**config.mk**
```make
export PLATFORM = sky130hd
export DESIGN_NAME = adder_chunk_seq
export DESIGN_NICKNAME = d
export VERILOG_FILES = /design/src/rtl/adder_chunk_seq.sv
export SDC_FILE = /design/constraint.sdc
export NUM_CORES = 1
export LEC_CHECK = 0
export BUFFER_PORTS_ARGS = -buffer_cell sky130_fd_sc_hd__buf_2
export CAP_MARGIN = 5
export CELL_PAD_IN_SITES_DETAIL_PLACEMENT = 1
export CELL_PAD_IN_SITES_GLOBAL_PLACEMENT = 2
export CORE_MARGIN = 3
export CORE_UTILIZATION = 30
export CTS_CLUSTER_SIZE = 10
export DETAILED_ROUTE_END_ITERATION = 10
export GPL_TIMING_DRIVEN = 1
export MAX_ROUTING_LAYER = met4
export PLACE_DENSITY = 0.86
export SYNTH_ARGS = -nofsm -noshare
export SYNTH_HDL_FRONTEND = slang
export SYNTH_SLANG_ARGS = --single-unit
```
**constraint.sdc**
```tcl
create_clock -name clk -period 13.1 [get_ports clk]
set_input_delay 1.965 -clock clk [delete_from_list [all_inputs] [get_ports clk]]
set_output_delay 1.965 -clock clk [all_outputs]
set_load 0.005 [all_outputs]
```
**src/rtl/adder_chunk_seq.sv**
```systemverilog
// Multi-cycle wide adder: f = a + b + cin, computed one CHUNK-bit slice per cycle with a registered carry.
// Latency: operands accepted on edge E, out_valid rises after edge E+NCHUNK; accept-to-accept >= NCHUNK+2 cycles.
// Backpressure: in_ready only in IDLE; result held in DONE until out_ready, for as long as needed.
//
// Ports:
//   clk, rst            clock (rising edge), asynchronous active-high reset
//   in_valid/in_ready   operand handshake for a, b, cin (sampled only on the accept edge)
//   out_valid/out_ready result handshake for f, cOut (both registered)
//   busy                high whenever the sequencer is not idle
module adder_chunk_seq #(
   parameter int WIDTH = 128,
   parameter int CHUNK = 32
) (
   input  logic             clk,
   input  logic             rst,
   input  logic             in_valid,
   output logic             in_ready,
   input  logic [WIDTH-1:0] a,
   input  logic [WIDTH-1:0] b,
   input  logic             cin,
   output logic             out_valid,
   input  logic             out_ready,
   output logic [WIDTH-1:0] f,
   output logic             cOut,
   output logic             busy
);

   localparam int NCHUNK = WIDTH / CHUNK;
   localparam int IDXW   = (NCHUNK > 1) ? $clog2(NCHUNK) : 1;
   localparam logic [IDXW-1:0] LAST_IDX = IDXW'(NCHUNK - 1);

   // The slice adder only makes sense when the operand splits into whole chunks.
   if ((WIDTH % CHUNK) != 0) begin : g_bad_cfg
      $error("adder_chunk_seq: WIDTH must be a multiple of CHUNK");
   end

   typedef enum logic [1:0] {
      S_IDLE,
      S_RUN,
      S_DONE
   } state_t;

   state_t            r_state;
   state_t            w_state_nxt;
   logic [IDXW-1:0]   r_idx;
   logic              r_carry;
   logic [WIDTH-1:0]  r_op_a;
   logic [WIDTH-1:0]  r_op_b;
   logic [WIDTH-1:0]  r_f;
   logic              r_cout;

   logic [CHUNK-1:0]  w_a_chunk;
   logic [CHUNK-1:0]  w_b_chunk;
   logic [CHUNK:0]    w_sum;
   logic              w_last;

   // One shared slice adder; the top bit of w_sum is the carry into the next chunk.
   assign w_a_chunk = r_op_a[r_idx*CHUNK +: CHUNK];
   assign w_b_chunk = r_op_b[r_idx*CHUNK +: CHUNK];
   assign w_sum     = {1'b0, w_a_chunk} + {1'b0, w_b_chunk} + {{CHUNK{1'b0}}, r_carry};
   assign w_last    = (r_idx == LAST_IDX);

   // Handshake flags come straight from the state so no input can combinationally reach an output.
   assign in_ready  = (r_state == S_IDLE);
   assign out_valid = (r_state == S_DONE);
   assign busy      = (r_state != S_IDLE);
   assign f         = r_f;
   assign cOut      = r_cout;

   always_ff @(posedge clk or posedge rst) begin
      if (rst) begin
         r_state <= S_IDLE;
      end else begin
         r_state <= w_state_nxt;
      end
   end

   always_comb begin
      w_state_nxt = r_state;
      case (r_state)
         S_IDLE:  if (in_valid)  w_state_nxt = S_RUN;
         S_RUN:   if (w_last)    w_state_nxt = S_DONE;
         S_DONE:  if (out_ready) w_state_nxt = S_IDLE;
         default:                w_state_nxt = S_IDLE;
      endcase
   end

   always_ff @(posedge clk or posedge rst) begin
      if (rst) begin
         r_idx   <= '0;
         r_carry <= 1'b0;
         r_op_a  <= '0;
         r_op_b  <= '0;
         r_f     <= '0;
         r_cout  <= 1'b0;
      end else begin
         case (r_state)
            S_IDLE: begin
               if (in_valid) begin
                  r_op_a  <= a;
                  r_op_b  <= b;
                  r_carry <= cin;
                  r_idx   <= '0;
               end
            end
            S_RUN: begin
               r_f[r_idx*CHUNK +: CHUNK] <= w_sum[CHUNK-1:0];
               r_carry                   <= w_sum[CHUNK];
               if (w_last) begin
                  r_cout <= w_sum[CHUNK];
                  r_idx  <= '0;
               end else begin
                  r_idx  <= r_idx + IDXW'(1);
               end
            end
            default: begin
               // DONE: result registers hold until the consumer takes them.
            end
         endcase
      end
   end

endmodule
```
==> results of run 1 <==
==> metal layers <==
metal	routed length, um	vias to the layer above	share of wire	GRT usage
met5	0	-	0	-
met2	28200	365	0.46	0.316
met1	28100	7133	0.46	0.273
met3	3000	84	0.049	0.0362
li1	-	6574	-	-
met4	1430	0	0.024	0.0544
==> stage by stage <==
step                total power, mW  instance area (um2)  hold WS, ns   util  setup slack [ns]
finish                         6.64                21700        0.468  0.375              8.34
global route                   7.17                21700        0.486  0.375              8.09
CTS                            6.72                21700        0.472  0.375              8.19
detailed placement             5.48                20300        0.458  0.351              8.21
global placement               5.34                20300        0.454  0.351              8.41
floorplan                      4.18                17600        0.440      -             0.294
==> final timing paths <==
path,slack [ns],cells past startpoint,to
worst max-delay path,8.34,11,f[52]
worst min-delay path,0.47,2,r_op_b[37]
worst max register to register,8.34,11,f[52]
worst min register to register,0.47,2,r_op_b[37]
max in group asynchronous,9.32,4,r_op_a[71]
min in group asynchronous,1.61,2,f[54]
==> kinds of logic after synthesis <==
| family | Yosys count | share of synthesized area |
|---|---|---|
| DFF | 390 | 0.556 |
| buffers and inverters | 114 | 0.0248 |
| xor gates and xnor gates | 27 | 0.0135 |
| and+or+nand+nor | 891 | 0.197 |
| adders and majority gates | 39 | 0.0287 |
| AOI/OAI and AO/OA | 226 | 0.0976 |
| muxes | 65 | 0.0827 |
==> synthesized netlist by cell type, types with 3 or more instances <==
| library cell | count | area share |
|---|---|---|
| nor2b_1 | 3 | 0.0011 |
| a21o_1 | 16 | 0.0068 |
| nor2_1 | 26 | 0.0056 |
| a22o_1 | 104 | 0.052 |
| nand2_1 | 821 | 0.18 |
| a211oi_1 | 3 | 0.0013 |
| buf_2 | 4 | 0.0011 |
| dfrtp_1 | 390 | 0.56 |
| a21oi_2 | 3 | 0.0015 |
| and3_1 | 3 | 0.0011 |
| nand2b_1 | 3 | 0.0011 |
| o211ai_1 | 3 | 0.0013 |
| nand4_1 | 7 | 0.0025 |
| o21ai_0 | 36 | 0.010 |
| clkbuf_1 | 78 | 0.017 |
| xnor2_1 | 16 | 0.0080 |
| ha_1 | 37 | 0.026 |
| o21a_1 | 4 | 0.0017 |
| mux4_2 | 64 | 0.082 |
| nand3_1 | 11 | 0.0031 |
| xor2_1 | 11 | 0.0055 |
| inv_1 | 16 | 0.0034 |
| buf_1 | 14 | 0.0030 |
| a21oi_1 | 29 | 0.0083 |
| nor3_1 | 6 | 0.0017 |
| o21ai_1 | 6 | 0.0017 |
| o21bai_1 | 4 | 0.0017 |
==> worst min-delay path, delay by kind of cell, from the launching register on <==
family / cells / cell delay [ns]
simple gates: 2 / 0.10
flops: 1 / 0.33
==> power by group <==
part | internal, mW | total, mW | switching, mW
Sequential | 1.67 | 1.98 | 0.317
Clock | 0.721 | 1.21 | 0.487
Combinational | 1.21 | 3.45 | 2.24
Total | 3.60 | 6.64 | 3.04
==> cells in the final DEF, fill, tap and decap left out, types with 8 or more instances in the layout <==
cell / synthesis / final
a21o_1: 16 / 16
a21oi_1: 29 / 29
a22o_1: 104 / 104
buf_2: 4 / 392
buf_4: 0 / 18
clkbuf_16: 0 / 49
dfrtp_1: 390 / 388
diode_2: 0 / 8
ha_1: 37 / 37
inv_1: 16 / 15
mux4_2: 64 / 64
nand2_1: 821 / 820
nand3_1: 11 / 11
nor2_1: 26 / 26
o21ai_0: 36 / 36
xnor2_1: 16 / 16
xor2_1: 11 / 11
==> sequential cells by signal, summed over array words and instances (netlist names) <==
register and count:
r_state 2, r_op_a 128, r_idx 2, f 128, r_carry 1, r_op_b 128, cOut 1
==> area by class of cell <==
cell class	instances	area [um2]	area share
Sequential cell	390	9770	0.451
Timing Repair Buffer	410	2100	0.0967
Multi-Input combinational cell	1248	7400	0.341
Antenna cell	8	20.0	0.000924
Inverter	16	67.6	0.00312
Clock inverter	5	77.6	0.00358
Tap cell	765	957	0.0442
Clock buffer	59	1290	0.0597
==> out/metrics.yaml, run 1 <==
cts_setup_buffers: 0
drc_errors: 0
peakVddDrop_v: 0.000128
io_pins: 393
ant_nets: 0
maxCapViolCount: 0
yosys_warnings: 0
gp_congestion: 0.851
outcome: "complete, no violations"
cts_buffers: 47
finalCritPeriodShare: 0.363
worstSetupPathType: "flop to flop"
cp_top_family: "compound AO/OA/AOI/OAI gates"
reg2reg_from: "r_idx[0]"
drt_iter0_drc: 858
endpoint_kind: "flop"
grt.total_usage: 0.203
cp_cell_sequence: "mux4_2 > fa_1 > inv_1 > fa_1 > nor2b_1 > o31a_1 > o41ai_4 > o211ai_2 > a31o_4 > a211oi_1 > o21ai_0"
worstSetupStartpoint: "r_idx[0]"
ctsHoldBuffers: 0
syn_to_final_growth_pct: 23.5
cp_max_fo: 36
wirelength_um: 60800
p_leak_nw: 11.5
cp.buffers_inverters: 1
fillerInstances: 6662
first_pass_iters: 5
avgRoutedWirePerCell_um: 21.0
hp-class: "flop to flop"
critical_path_required_ns: 13.49
synth-edff-count: 0
core_um2: 57800
initial_core_util: 0.304
worst_path_max_delay_cell: "dfrtp_4"
power-per-cell-area_nw_per_um2: 306
clock-sinks: 390
cts.repair.resized: 0
htreeDepth: 2
grt_pass1_vias: 15500
grt_overflow: 0
syn_nets: 2052
grt_max_degree: 139
rows: 88
critPathArrivalTime_ns: 5.15
antenna_found_initial: 8
start_kind: "flop"
seq_area_frac_synth: 0.556
hpwl_um: 44600
nNetsFinal: 2413
final_layout_size_suffix_gt1_frac: 0.259
die_w_um: 248
die_h_um: 248
min-delay-start: "r_op_b[37]"
setup_viol: 0
synthCells: 1752
ys_async_sr_fraction: 1.00
finalHoldViolCount: 0
dieArea_um2: 61400
path_clk_slew_ns: 0.06
max_stage_delay_ns: 0.84
post-route-min-period_ns: 4.76
ys_types: 55
synth_area_um2: 17600
final_cells: 2901
vias: 14200
report.final.slew_viol_count: 0
final.setup.tns_ns: 0
finClkSkew_ns: 0.0194
cts_tree: "done"
cts_root_buf: "clkbuf_16"
rsz0062_at_grt: "false"
syn_avg_cell_area_um2: 10.0
placed_cells: 2829
ys.flop_type: "dfrtp_1"
timing.fmax_ghz: 0.210
grt_pass1_wl_um: 92300
port-buffer-count: 392
crit_top_cell: "fa_1"
insertion_delay_ns: 0.57
slew_headroom: 0.178
ys_ff_latch: 390
via_per_inst: 4.88
cts.path.max_buffers: 3
worst_slew_pin_slew_ns: 1.23
Note: power is estimated with default switching activity, not from simulation.
==> run 2, diff against run 1 <==
Clock period 13.1 ns to 4 ns, I/O delays scaled along.
==> run 2 against run 1 <==
Final area grew 1.8%. Utilization grew 0.68 points. Setup slack lost 8.1 ns. Non-clock buffer count grew 20. Critical path depth is the same. First-iteration DRC count shrank 1.4%. Die area is the same. Register-to-register slack lost 8.1 ns. Critical endpoint is now f[121]. Highest routed layer unchanged.
==> out/metrics.yaml, run 2 (synthesized netlist as in run 1, its figures left out) <==
cts_root_buf: "clkbuf_16"  # unchanged
endpoint_kind: "flop"  # unchanged
outcome: "complete, no violations"  # unchanged
finalHoldViolCount: 0  # unchanged
dieArea_um2: 61400  # unchanged
grt_pass1_wl_um: 92200  # was 92300 um
hp-class: "input pin to flop"  # was flop to flop
peakVddDrop_v: 0.000353  # was 0.000128 V
vias: 14400  # was 14200
cp.buffers_inverters: 1  # unchanged
post-route-min-period_ns: 3.79  # was 4.76 ns
htreeDepth: 2  # unchanged
pwr-share-clk: 0.189  # was 0.182
setup_viol: 0  # unchanged
critical_path_required_ns: 4.44  # was 13.49 ns
die_w_um: 248  # unchanged
insertion_delay_ns: 0.58  # was 0.57 ns
grt.total_usage: 0.203  # about the same
worst_path_max_delay_cell: "mux4_2"  # was dfrtp_4
final_core_util: 0.382  # was 0.375
grt_pass1_vias: 15400  # was 15500
clock-sinks: 390  # unchanged
path_clk_slew_ns: 0.06  # about the same
syn_to_final_growth_pct: 25.7  # was 23.5%
worstSetupPathType: "flop to flop"  # unchanged
power-per-cell-area_nw_per_um2: 1010  # was 306 nW/um2
p_comb_frac: 0.526  # was 0.519
ctsHoldBuffers: 0  # unchanged
first_pass_iters: 4  # was 5
finalHoldWorstSlack_ns: 0.212  # was 0.468 ns
cp_top_family: "compound AO/OA/AOI/OAI gates"  # unchanged
cp_cell_sequence: "buf_12 > mux4_2 > ha_1 > o21a_1 > or2_1 > o211a_1 > a221o_1 > a21o_1 > a21boi_1 > xor2_1 > o21ai_0"  # was mux4_2 > fa_1 > inv_1 > fa_1 > nor2b_1 > o31a_1 > o41ai_4 > o211ai_2 > a31o_4 > a211oi_1 > o21ai_0
die_h_um: 248  # unchanged
multi_input_area_um2: 7420  # was 7400 um2
grt_overflow: 0  # unchanged
worst_slew_pin_slew_ns: 1.06  # was 1.23 ns
report.final.slew_viol_count: 0  # unchanged
rsz0062_at_grt: "false"  # unchanged
hpwl_um: 45500  # was 44600 um
final.setup.tns_ns: 0  # unchanged
gp_congestion: 0.904  # was 0.851
p_leak_nw: 11.7  # was 11.5 nW
cp_max_fo: 20  # was 36
p_sw_mw: 10.0  # was 3.04 mW
critPathArrivalTime_ns: 4.23  # was 5.15 ns
power_mw: 22.3  # was 6.64 mW
core_um2: 57800  # unchanged
initial_core_util: 0.304  # unchanged
cts_tree: "done"  # unchanged
final_cells: 2921  # was 2901
maxCapViolCount: 0  # unchanged
drc_errors: 0  # unchanged
finalCritPeriodShare: 0.948  # was 0.363
switching_share: 0.449  # was 0.458
fillerInstances: 6639  # was 6662
regArea_um2: 9770  # unchanged
final_cell_mix: "nand2_1, buf_2, dfrtp_1"  # unchanged
cts_buffers: 48  # was 47
slew_headroom: 0.291  # was 0.178
port-buffer-count: 392  # unchanged
nNetsFinal: 2434  # was 2413
antenna_found_initial: 3  # was 8
start_kind: "flop"  # unchanged
final_layout_size_suffix_gt1_frac: 0.270  # was 0.259
timing.fmax_ghz: 0.264  # was 0.210 GHz
avgRoutedWirePerCell_um: 21.0  # about the same
grt_max_degree: 153  # was 139
final_common_cell: "nand2_1"  # unchanged
max_stage_delay_ns: 0.57  # was 0.84 ns
via_per_inst: 4.92  # was 4.88
p_int_mw: 12.3  # was 3.60 mW
drt_iter0_drc: 846  # was 858
pwr-share-seq: 0.286  # was 0.299
rows: 88  # unchanged
placed_cells: 2846  # was 2829
cts.path.max_buffers: 3  # unchanged
finClkSkew_ns: 0.0260  # was 0.0194 ns
ant_nets: 0  # unchanged
io_pins: 393  # unchanged
wirelength_um: 61200  # was 60800 um
## run 2: metrics by stage
step | cell area [um2] | setup WS [ns]
after floorplan | 17600 | -1.85
after global placement | 20500 | 0.172
after detailed placement | 20500 | 0.0792
after CTS | 22000 | 0.0535
after global routing | 22100 | 0.0126
final | 22100 | 0.209
## run 2: what timing repair did
action | 4_1_cts | 5_1_grt
gates resized for setup | 0 | 7
endpoints found under the setup margin | 0 | 20
buffers inserted | 0 | 2
## run 2: cell type report
| cell class | instances | area share |
|---|---|---|
| Multi-Input combinational cell | 1248 | 0.336 |
| Timing Repair Buffer | 430 | 0.107 |
| Clock inverter | 8 | 0.00669 |
| Clock buffer | 61 | 0.0603 |
| Tap cell | 765 | 0.0434 |
| Sequential cell | 390 | 0.443 |
| Inverter | 16 | 0.00289 |
| Antenna cell | 3 | 0.000340 |
## run 2: tightest hold or removal path, stage by stage
cell	delay, ns
buf_2	0.07
nand2_1	0.04
nand2_1	0.05
## run 2: layer usage
| layer | track usage | part of all wire | up-vias |
|---|---|---|---|
| met4 | 0.0613 | 0.027 | 0 |
| met3 | 0.0257 | 0.045 | 105 |
| met2 | 0.313 | 0.46 | 366 |
| li1 | - | - | 6612 |
| met5 | - | 0 | - |
| met1 | 0.280 | 0.47 | 7289 |
## run 2: worst paths after layout
check,start,cells after the start,slack (ns),to
setup / recovery,r_idx[0],11,0.21,f[121]
min in group asynchronous,rst,2,0.28,f[50]
max in group asynchronous,rst,3,2.66,r_op_a[51]
hold / removal,b[66],3,0.21,r_op_b[66]
hold reg to reg,r_op_b[39],2,0.47,r_op_b[39]
setup reg to reg,r_idx[0],11,0.21,f[121]
## run 2: power groups by stage
| stage | Clock, mW | Combinational (mW) | Sequential (mW) |
|---|---|---|---|
| floorplan | 0 | 7.60 | 6.08 |
| global placement | 0 | 11.3 | 6.34 |
| detailed placement | 0 | 11.6 | 6.42 |
| CTS | 4.33 | 11.7 | 6.37 |
| global route | 4.50 | 13.0 | 6.54 |
| finish | 4.21 | 11.7 | 6.38 |
